<file path="src/rtl/seg_595_scan_multi_pkg.sv">
// Shared types, constants and the hex font for the multi-digit 74HC595 scan driver.
package seg_595_scan_multi_pkg;

    typedef enum logic [1:0] {
        SHIFT_LO,
        SHIFT_HI,
        LATCH,
        HOLD
    } state_t;

    localparam logic [6:0] SEG_OFF   = 7'h00;
    localparam logic [6:0] SEG_MINUS = 7'h40;

    // Active-high gfedcba pattern for one hex nibble.
    function automatic logic [6:0] hex_font(input logic [3:0] nib);
        case (nib)
            4'h0:    hex_font = 7'h3F;
            4'h1:    hex_font = 7'h06;
            4'h2:    hex_font = 7'h5B;
            4'h3:    hex_font = 7'h4F;
            4'h4:    hex_font = 7'h66;
            4'h5:    hex_font = 7'h6D;
            4'h6:    hex_font = 7'h7D;
            4'h7:    hex_font = 7'h07;
            4'h8:    hex_font = 7'h7F;
            4'h9:    hex_font = 7'h6F;
            4'hA:    hex_font = 7'h77;
            4'hB:    hex_font = 7'h7C;
            4'hC:    hex_font = 7'h39;
            4'hD:    hex_font = 7'h5E;
            4'hE:    hex_font = 7'h79;
            default: hex_font = 7'h71;
        endcase
    endfunction

endpackage

</file>
<file path="src/rtl/seg_595_scan_multi_if.sv">
// Application-side display inputs and 74HC595 pin outputs of the scan driver.
interface seg_595_scan_multi_if #(
    parameter int N_DIG = 6,
    parameter int BRT_W = 4
);
    logic [4*N_DIG-1:0] data;
    logic [N_DIG-1:0]   point;
    logic [N_DIG-1:0]   blank;
    logic               sign;
    logic               seg_en;
    logic [BRT_W-1:0]   brightness;
    logic               shcp;
    logic               stcp;
    logic               ds;
    logic               oe;
    logic               frame_done;

    modport master (
        output data, point, blank, sign, seg_en, brightness,
        input  shcp, stcp, ds, oe, frame_done
    );

    modport slave (
        input  data, point, blank, sign, seg_en, brightness,
        output shcp, stcp, ds, oe, frame_done
    );
endinterface

</file>
<file path="src/rtl/seg_595_scan_multi_shifter.sv">
// Parallel-load serial engine for a 74HC595 chain: shifts word LSB first, then latches.
// state    | meaning
// SHIFT_LO | ds holds current bit, shcp low
// SHIFT_HI | shcp high, 595 samples ds
// LATCH    | stcp high, chain copied to outputs
// HOLD     | idle until next load
module seg_595_scan_multi_shifter
    import seg_595_scan_multi_pkg::*;
#(
    parameter int CHAIN_W = 14,
    parameter int CLK_DIV = 2
) (
    input  logic               sys_clk,
    input  logic               sys_rst,
    input  logic               load,
    input  logic               load_last,
    input  logic [CHAIN_W-1:0] word,
    output logic               shcp,
    output logic               stcp,
    output logic               ds,
    output logic               busy,
    output logic               done
);
    localparam int DIV_W = $clog2(CLK_DIV + 1);
    localparam int BIT_W = $clog2(CHAIN_W);
    localparam logic [DIV_W-1:0] DIV_LAST = DIV_W'(CLK_DIV - 1);
    localparam logic [BIT_W-1:0] BIT_LAST = BIT_W'(CHAIN_W - 1);

    state_t             state;
    logic [DIV_W-1:0]   div_cnt;
    logic [BIT_W-1:0]   bit_cnt;
    logic [CHAIN_W-1:0] sreg;
    logic               last_q;
    logic               div_end;

    assign div_end = (div_cnt == DIV_LAST);
    assign busy    = (state != HOLD);

    always_ff @(posedge sys_clk or posedge sys_rst) begin
        if (sys_rst) begin
            state   <= SHIFT_LO;
            div_cnt <= '0;
            bit_cnt <= '0;
            sreg    <= '0;
            last_q  <= 1'b0;
            shcp    <= 1'b0;
            stcp    <= 1'b0;
            ds      <= 1'b0;
            done    <= 1'b0;
        end else begin
            done <= 1'b0;
            if (load) begin
                state   <= SHIFT_LO;
                div_cnt <= '0;
                bit_cnt <= '0;
                sreg    <= word;
                last_q  <= load_last;
                ds      <= word[0];
                shcp    <= 1'b0;
                stcp    <= 1'b0;
            end else begin
                div_cnt <= div_end ? '0 : div_cnt + 1'b1;
                case (state)
                    SHIFT_LO: if (div_end) begin
                        state <= SHIFT_HI;
                        shcp  <= 1'b1;
                    end
                    SHIFT_HI: if (div_end) begin
                        shcp <= 1'b0;
                        if (bit_cnt == BIT_LAST) begin
                            state <= LATCH;
                            stcp  <= 1'b1;
                        end else begin
                            bit_cnt <= bit_cnt + 1'b1;
                            sreg    <= sreg >> 1;
                            ds      <= sreg[1];
                            state   <= SHIFT_LO;
                        end
                    end
                    LATCH: if (div_end) begin
                        state <= HOLD;
                        stcp  <= 1'b0;
                        ds    <= 1'b0;
                        done  <= last_q;
                    end
                    default: ;
                endcase
            end
        end
    end
endmodule

</file>
<file path="src/rtl/seg_595_scan_multi.sv">
// N-digit 7-segment scan driver: slot timing, frame snapshot, leading-zero/sign
// handling, digit mux and PWM output enable in front of a 74HC595 shifter.
module seg_595_scan_multi
    import seg_595_scan_multi_pkg::*;
#(
    parameter int N_DIG       = 6,
    parameter int CLK_DIV     = 2,
    parameter int DIG_CYC     = 50000,
    parameter int BRT_W       = 4,
    parameter int SEG_ACT_LOW = 1,
    parameter int SEL_ACT_LOW = 0,
    parameter int LZ_SUPPRESS = 1
) (
    input logic                sys_clk,
    input logic                sys_rst,
    seg_595_scan_multi_if.slave bus
);
    localparam int CHAIN_W = 8 + N_DIG;
    localparam int IDX_W   = $clog2(N_DIG);
    localparam int SLOT_W  = $clog2(DIG_CYC);
    localparam logic [IDX_W-1:0] IDX_LAST = IDX_W'(N_DIG - 1);

    logic [SLOT_W-1:0]  slot_cnt;
    logic [IDX_W-1:0]   idx;
    logic [4*N_DIG-1:0] snap_data, cur_data;
    logic [N_DIG-1:0]   snap_point, cur_point;
    logic [N_DIG-1:0]   snap_blank, cur_blank;
    logic               snap_sign, cur_sign;
    logic [BRT_W-1:0]   pwm_cnt;
    logic               oe_q;
    logic               load, capture, slot_end, busy;
    logic [N_DIG-1:0]   lz;
    logic               lz_run;
    logic [IDX_W-1:0]   sign_pos;
    logic [3:0]         nib;
    logic [7:0]         seg_on;
    logic [N_DIG-1:0]   sel_on;
    logic [CHAIN_W-1:0] word;

    assign load     = (slot_cnt == '0);
    assign capture  = load && (idx == '0);
    assign slot_end = (slot_cnt == SLOT_W'(DIG_CYC - 1));

    // The digit-0 load uses the live inputs so the snapshot and its first word agree.
    always_comb begin
        cur_data  = capture ? bus.data  : snap_data;
        cur_point = capture ? bus.point : snap_point;
        cur_blank = capture ? bus.blank : snap_blank;
        cur_sign  = capture ? bus.sign  : snap_sign;
    end

    always_comb begin
        lz       = '0;
        lz_run   = (LZ_SUPPRESS != 0);
        sign_pos = IDX_LAST;
        nib      = 4'h0;
        for (int i = N_DIG - 1; i >= 1; i--) begin
            lz_run = lz_run && (cur_data[4*i +: 4] == 4'h0) && !cur_point[i];
            lz[i]  = lz_run;
            if (lz_run) sign_pos = IDX_W'(i);
        end
        for (int i = 0; i < N_DIG; i++) begin
            if (idx == IDX_W'(i)) nib = cur_data[4*i +: 4];
        end
        seg_on = {cur_point[idx], hex_font(nib)};
        if (cur_blank[idx])                     seg_on[6:0] = SEG_OFF;
        else if (cur_sign && idx == sign_pos)   seg_on[6:0] = SEG_MINUS;
        else if (lz[idx])                       seg_on[6:0] = SEG_OFF;
        sel_on      = '0;
        sel_on[idx] = 1'b1;
        word = {(SEL_ACT_LOW != 0) ? ~sel_on : sel_on,
                (SEG_ACT_LOW != 0) ? ~seg_on : seg_on};
    end

    always_ff @(posedge sys_clk or posedge sys_rst) begin
        if (sys_rst) begin
            slot_cnt   <= '0;
            idx        <= '0;
            snap_data  <= '0;
            snap_point <= '0;
            snap_blank <= '0;
            snap_sign  <= 1'b0;
            pwm_cnt    <= '0;
            oe_q       <= 1'b1;
        end else begin
            pwm_cnt <= pwm_cnt + 1'b1;
            // Going dark on the load edge keeps the old digit from ghosting while shifting.
            oe_q <= ~(bus.seg_en && !busy && !load && (pwm_cnt < bus.brightness));
            if (capture) begin
                snap_data  <= bus.data;
                snap_point <= bus.point;
                snap_blank <= bus.blank;
                snap_sign  <= bus.sign;
            end
            if (slot_end) begin
                slot_cnt <= '0;
                idx      <= (idx == IDX_LAST) ? '0 : idx + 1'b1;
            end else begin
                slot_cnt <= slot_cnt + 1'b1;
            end
        end
    end

    assign bus.oe = oe_q;

    seg_595_scan_multi_shifter #(
        .CHAIN_W(CHAIN_W),
        .CLK_DIV(CLK_DIV)
    ) u_shifter (
        .sys_clk  (sys_clk),
        .sys_rst  (sys_rst),
        .load     (load),
        .load_last(idx == IDX_LAST),
        .word     (word),
        .shcp     (bus.shcp),
        .stcp     (bus.stcp),
        .ds       (bus.ds),
        .busy     (busy),
        .done     (bus.frame_done)
    );
endmodule

</file>
<file path="src/flat_wrapper.sv">
// flat-port wrapper written by rule: the top's interface ports become plain ports
module seg_595_scan_multi_flat import seg_595_scan_multi_pkg::*;
#(
    parameter int N_DIG       = 6,
    parameter int CLK_DIV     = 2,
    parameter int DIG_CYC     = 50000,
    parameter int BRT_W       = 4,
    parameter int SEG_ACT_LOW = 1,
    parameter int SEL_ACT_LOW = 0,
    parameter int LZ_SUPPRESS = 1
)
  (sys_clk, sys_rst, bus_data, bus_point, bus_blank, bus_sign, bus_seg_en, bus_brightness, bus_shcp, bus_stcp, bus_ds, bus_oe, bus_frame_done);
  seg_595_scan_multi_if #(.N_DIG(N_DIG), .BRT_W(BRT_W)) bus_i ();
  input logic sys_clk;
  input logic sys_rst;
  input wire logic [$bits(bus_i.data)-1:0] bus_data;
  input wire logic [$bits(bus_i.point)-1:0] bus_point;
  input wire logic [$bits(bus_i.blank)-1:0] bus_blank;
  input wire logic [$bits(bus_i.sign)-1:0] bus_sign;
  input wire logic [$bits(bus_i.seg_en)-1:0] bus_seg_en;
  input wire logic [$bits(bus_i.brightness)-1:0] bus_brightness;
  output wire logic [$bits(bus_i.shcp)-1:0] bus_shcp;
  output wire logic [$bits(bus_i.stcp)-1:0] bus_stcp;
  output wire logic [$bits(bus_i.ds)-1:0] bus_ds;
  output wire logic [$bits(bus_i.oe)-1:0] bus_oe;
  output wire logic [$bits(bus_i.frame_done)-1:0] bus_frame_done;
  assign bus_i.data = bus_data;
  assign bus_i.point = bus_point;
  assign bus_i.blank = bus_blank;
  assign bus_i.sign = bus_sign;
  assign bus_i.seg_en = bus_seg_en;
  assign bus_i.brightness = bus_brightness;
  assign bus_shcp = bus_i.shcp;
  assign bus_stcp = bus_i.stcp;
  assign bus_ds = bus_i.ds;
  assign bus_oe = bus_i.oe;
  assign bus_frame_done = bus_i.frame_done;
  seg_595_scan_multi #(.N_DIG(N_DIG), .CLK_DIV(CLK_DIV), .DIG_CYC(DIG_CYC), .BRT_W(BRT_W), .SEG_ACT_LOW(SEG_ACT_LOW), .SEL_ACT_LOW(SEL_ACT_LOW), .LZ_SUPPRESS(LZ_SUPPRESS)) u_core (.sys_clk(sys_clk), .sys_rst(sys_rst), .bus(bus_i));
endmodule
</file>
<file path="config.mk">
export PLATFORM = sky130hd
export DESIGN_NAME = seg_595_scan_multi_flat
export DESIGN_NICKNAME = d
export VERILOG_FILES = /design/src/rtl/seg_595_scan_multi_pkg.sv /design/src/rtl/seg_595_scan_multi_if.sv /design/src/rtl/seg_595_scan_multi_shifter.sv /design/src/rtl/seg_595_scan_multi.sv /design/src/flat_wrapper.sv
export SDC_FILE = /design/constraint.sdc
export NUM_CORES = 1
export LEC_CHECK = 0
export BUFFER_PORTS_ARGS = -buffer_cell sky130_fd_sc_hd__buf_2
export CORE_MARGIN = 8
export CORE_UTILIZATION = 30
export DETAILED_ROUTE_END_ITERATION = 8
export SETUP_SLACK_MARGIN = 0.05
export SYNTH_ARGS = -nofsm -noshare
export SYNTH_HDL_FRONTEND = slang
export SYNTH_HIERARCHICAL = 1
export SYNTH_SLANG_ARGS = --single-unit
</file>
<file path="constraint.sdc">
create_clock -name sys_clk -period 4.08 [get_ports sys_clk]
set_clock_uncertainty 0.15 [all_clocks]
set_input_delay 1.224 -clock sys_clk [delete_from_list [all_inputs] [get_ports sys_clk]]
set_output_delay 1.224 -clock sys_clk [all_outputs]
set_load 0.1 [all_outputs]
</file>
==> run metrics <==
relative slew slack=about a third; CTS Hold Buffers Added=0; first-pass GRT wire length=22.4 mm; Slew @ Worst Pin=between 0.9 and 1 ns; MaxCap Viol Count=0; vias in the first global route=about 4,300; post-synth top area cell=dfrtp_1; routed len/inst=16.0 µm; TNS Setup=0 ns; syn_nets=around 630; critical path class=reg -> reg; Initial Util=30.5%; drt pass-1 iters=5; I/O pin total=49; vias per cell=5.15; area delta synth->final=16.2%; Iteration-0 DRC Markers=465; final setup margin=roughly 0.5 ns; routability cong.=just under 0.9; count of different cell masters after synthesis=74; CTS buffer count=9; die footprint=0.0212 mm²; number of remaining DRC errors=0; Area contributors post-synth=dfrtp_1, nand2_1, ha_1, nand3_1, o21ai_0; CP delay by family, top=simple AND/OR/NAND/NOR gates; Tmin final=3.59 ns; post-synthesis sequential area ratio=43.3%; layout cells sized above 1=between 10% and 20%; CP max stage delay=0.53 ns; YS warnings=6; Post-synth EDFFs=0; synthesized area per cell=between 8 and 9 µm²; status=completed; Core Rows=47; Die H=145 µm; Critical Path Sink Type=flop; WL final=between 10 and 15 mm; CTS Sinks=87; WP data required=4.15 ns; CORE AREA=around 0.016 mm²; Port Buf Inserts=48; post-CTS setup buffers=0; Worst-Skew Late Latency=between 0.3 and 0.4 ns; CTS root buf=clkbuf_16; final setup violation count=0; CTS clk-pin slew, worst paths=~0.070 ns; Crit-path slowest cell=or4b_1; gr ovfl total=0; ys async rst share=100%; Final period util=between 80% and 90%; CP Max Fanout=5; post-placement cell area=about 0.0055 mm²; fmax=278 MHz; Buffers & Inverters on Critical Path=3; HPWL after detailed placement=roughly 10 mm; ANT nets after route=0; HP Class=reg -> reg; Pwr Density=323 mW/mm²; most common cell after layout, fill and taps aside=nand2_1; Final Instance Area=about 0.006 mm²; worst path cell trace=inv_1 > ha_1 > nor4b_1 > nand4_1 > clkinv_2 > mux2_2 > a32o_1 > o22ai_1 > inv_1 > ha_1 > o21ai_2 > mux2i_1 > or4b_1 > nand2_1 > o311ai_1; Max Slew Vio Count=0; htree depth=3; post_cts resized=0; Hold Fails Final Rpt=0; Post-Syn Instances=570; pre-CTS worst setup slack=roughly 0.21 ns; nets=between 600 and 700; FF+latch count, synth=87; peak supply drop=0.000197 V; Post-Syn Area=0.00503 mm²; Vias=between 4,000 and 5,000; Hold WS=0.318 ns; leakage power=0.00265 µW; GRT Total Usage=around an eighth; Worst Setup Start Kind=flop; CTS tree=built; Die Wd=145 µm; initial antenna violation count=0; commonest cells after routing, fill and taps aside=nand2_1, dfrtp_1, buf_2; Arrival @ worst endpoint=between 3 and 4 ns; largest net degree at the start of global routing=50; clock buffer depth=2; Synth Flop Type=dfrtp_1; RSZ-0062 raised after global routing=false; Synth top area share=between 40 and 50%
[per-layer routing]
layer | global-route usage [%] | routed length, µm | vias up
met3 | 3.30 | 583 | 21
met1 | 17.9 | 6760 | 2090
met4 | 3.38 | 194 | 0
li1 | - | - | 2114
met2 | 19.6 | 5930 | 122
met5 | 0 | 0 | -
[flip-flops by register name, indices dropped and copies added, names as in the netlist, 2 cells and up]
| register | flops |
|---|---|
| u_core/snap_data | 24 |
| u_core/slot_cnt | 16 |
| u_core/u_shifter/sreg | 13 |
| u_core/snap_blank | 6 |
| u_core/snap_point | 6 |
| u_core/pwm_cnt | 4 |
| u_core/u_shifter/bit_cnt | 4 |
| u_core/idx | 3 |
| u_core/u_shifter/div_cnt | 2 |
| u_core/u_shifter/state | 2 |
[kinds of logic (layout without fill, tap and decap cells)]
family                   after synthesis  count (layout)  synth area share [%]
adder cells (fa/ha/maj)               19              19                  4.73
buffers and inverters                 55             108                  4.85
other                                  0               1                     0
multiplexers                          14              14                  3.26
flip-flops                            87              87                  43.3
XOR/XNOR                              16              16                  2.79
AND/OR/NAND/NOR                      263             263                  25.8
AO/OA/AOI/OAI                        116             116                  15.3
[metrics by stage]
step | cells | utilization, % | total power (µW)
2_1_floorplan | 570 | - | 971
3_3_place_gp | 827 | 33.6 | 1020
3_5_place_dp | 827 | 33.6 | 1020
4_1_cts | 843 | 35.5 | 1910
5_1_grt | 843 | 35.5 | 1960
6_report | 844 | 35.5 | 1890
[path summary, 6_finish.rpt]
kind                                    start                   end  slack (ns)  depth (start not counted)
setup / recovery           u_core/slot_cnt[0]   u_core/u_shifter/ds        0.49                         15
hold / removal              u_core/pwm_cnt[0]     u_core/pwm_cnt[0]        0.32                          1
setup reg to reg           u_core/slot_cnt[0]   u_core/u_shifter/ds        0.49                         15
hold reg to reg             u_core/pwm_cnt[0]     u_core/pwm_cnt[0]        0.32                          1
max in group asynchronous             sys_rst  u_core/snap_data[17]        2.20                          3
min in group asynchronous             sys_rst     u_core/pwm_cnt[3]        0.65                          2
[power by group]
| part | leakage (µW) | internal [µW] | total (µW) | switching, µW |
|---|---|---|---|---|
| clock network | 0.000154 | 513 | 878 | 365 |
| logic | 0.00140 | 46.7 | 112 | 65.0 |
| registers | 0.00110 | 881 | 895 | 14.1 |
| total | 0.00265 | 1440 | 1890 | 444 |
[Yosys cell counts, types with 5 or more instances]
library cell / count
nand2_1: 111
dfrtp_1: 86
nand3_1: 38
o21ai_0: 36
nor2_1: 29
inv_1: 24
a21oi_1: 23
ha_1: 19
clkbuf_1: 15
nor3_1: 15
nor2b_1: 14
a31oi_1: 13
or4_1: 10
xor2_1: 10
and3_1: 8
buf_2: 8
mux2i_1: 7
xnor2_1: 6
mux2_2: 5
nor4_1: 5
o31ai_1: 5
[final cells by class]
cell class | instances | area [µm²]
Fill cell | 1745 | 10600
Tap cell | 220 | 275
Antenna cell | 1 | 2.50
Clock buffer | 11 | 253
Clock inverter | 5 | 62.6
Sequential cell | 87 | 2180
Timing Repair Buffer | 64 | 360
Inverter | 28 | 106
Multi-Input combinational cell | 428 | 2610
Note: power is estimated with default switching activity, not from simulation.
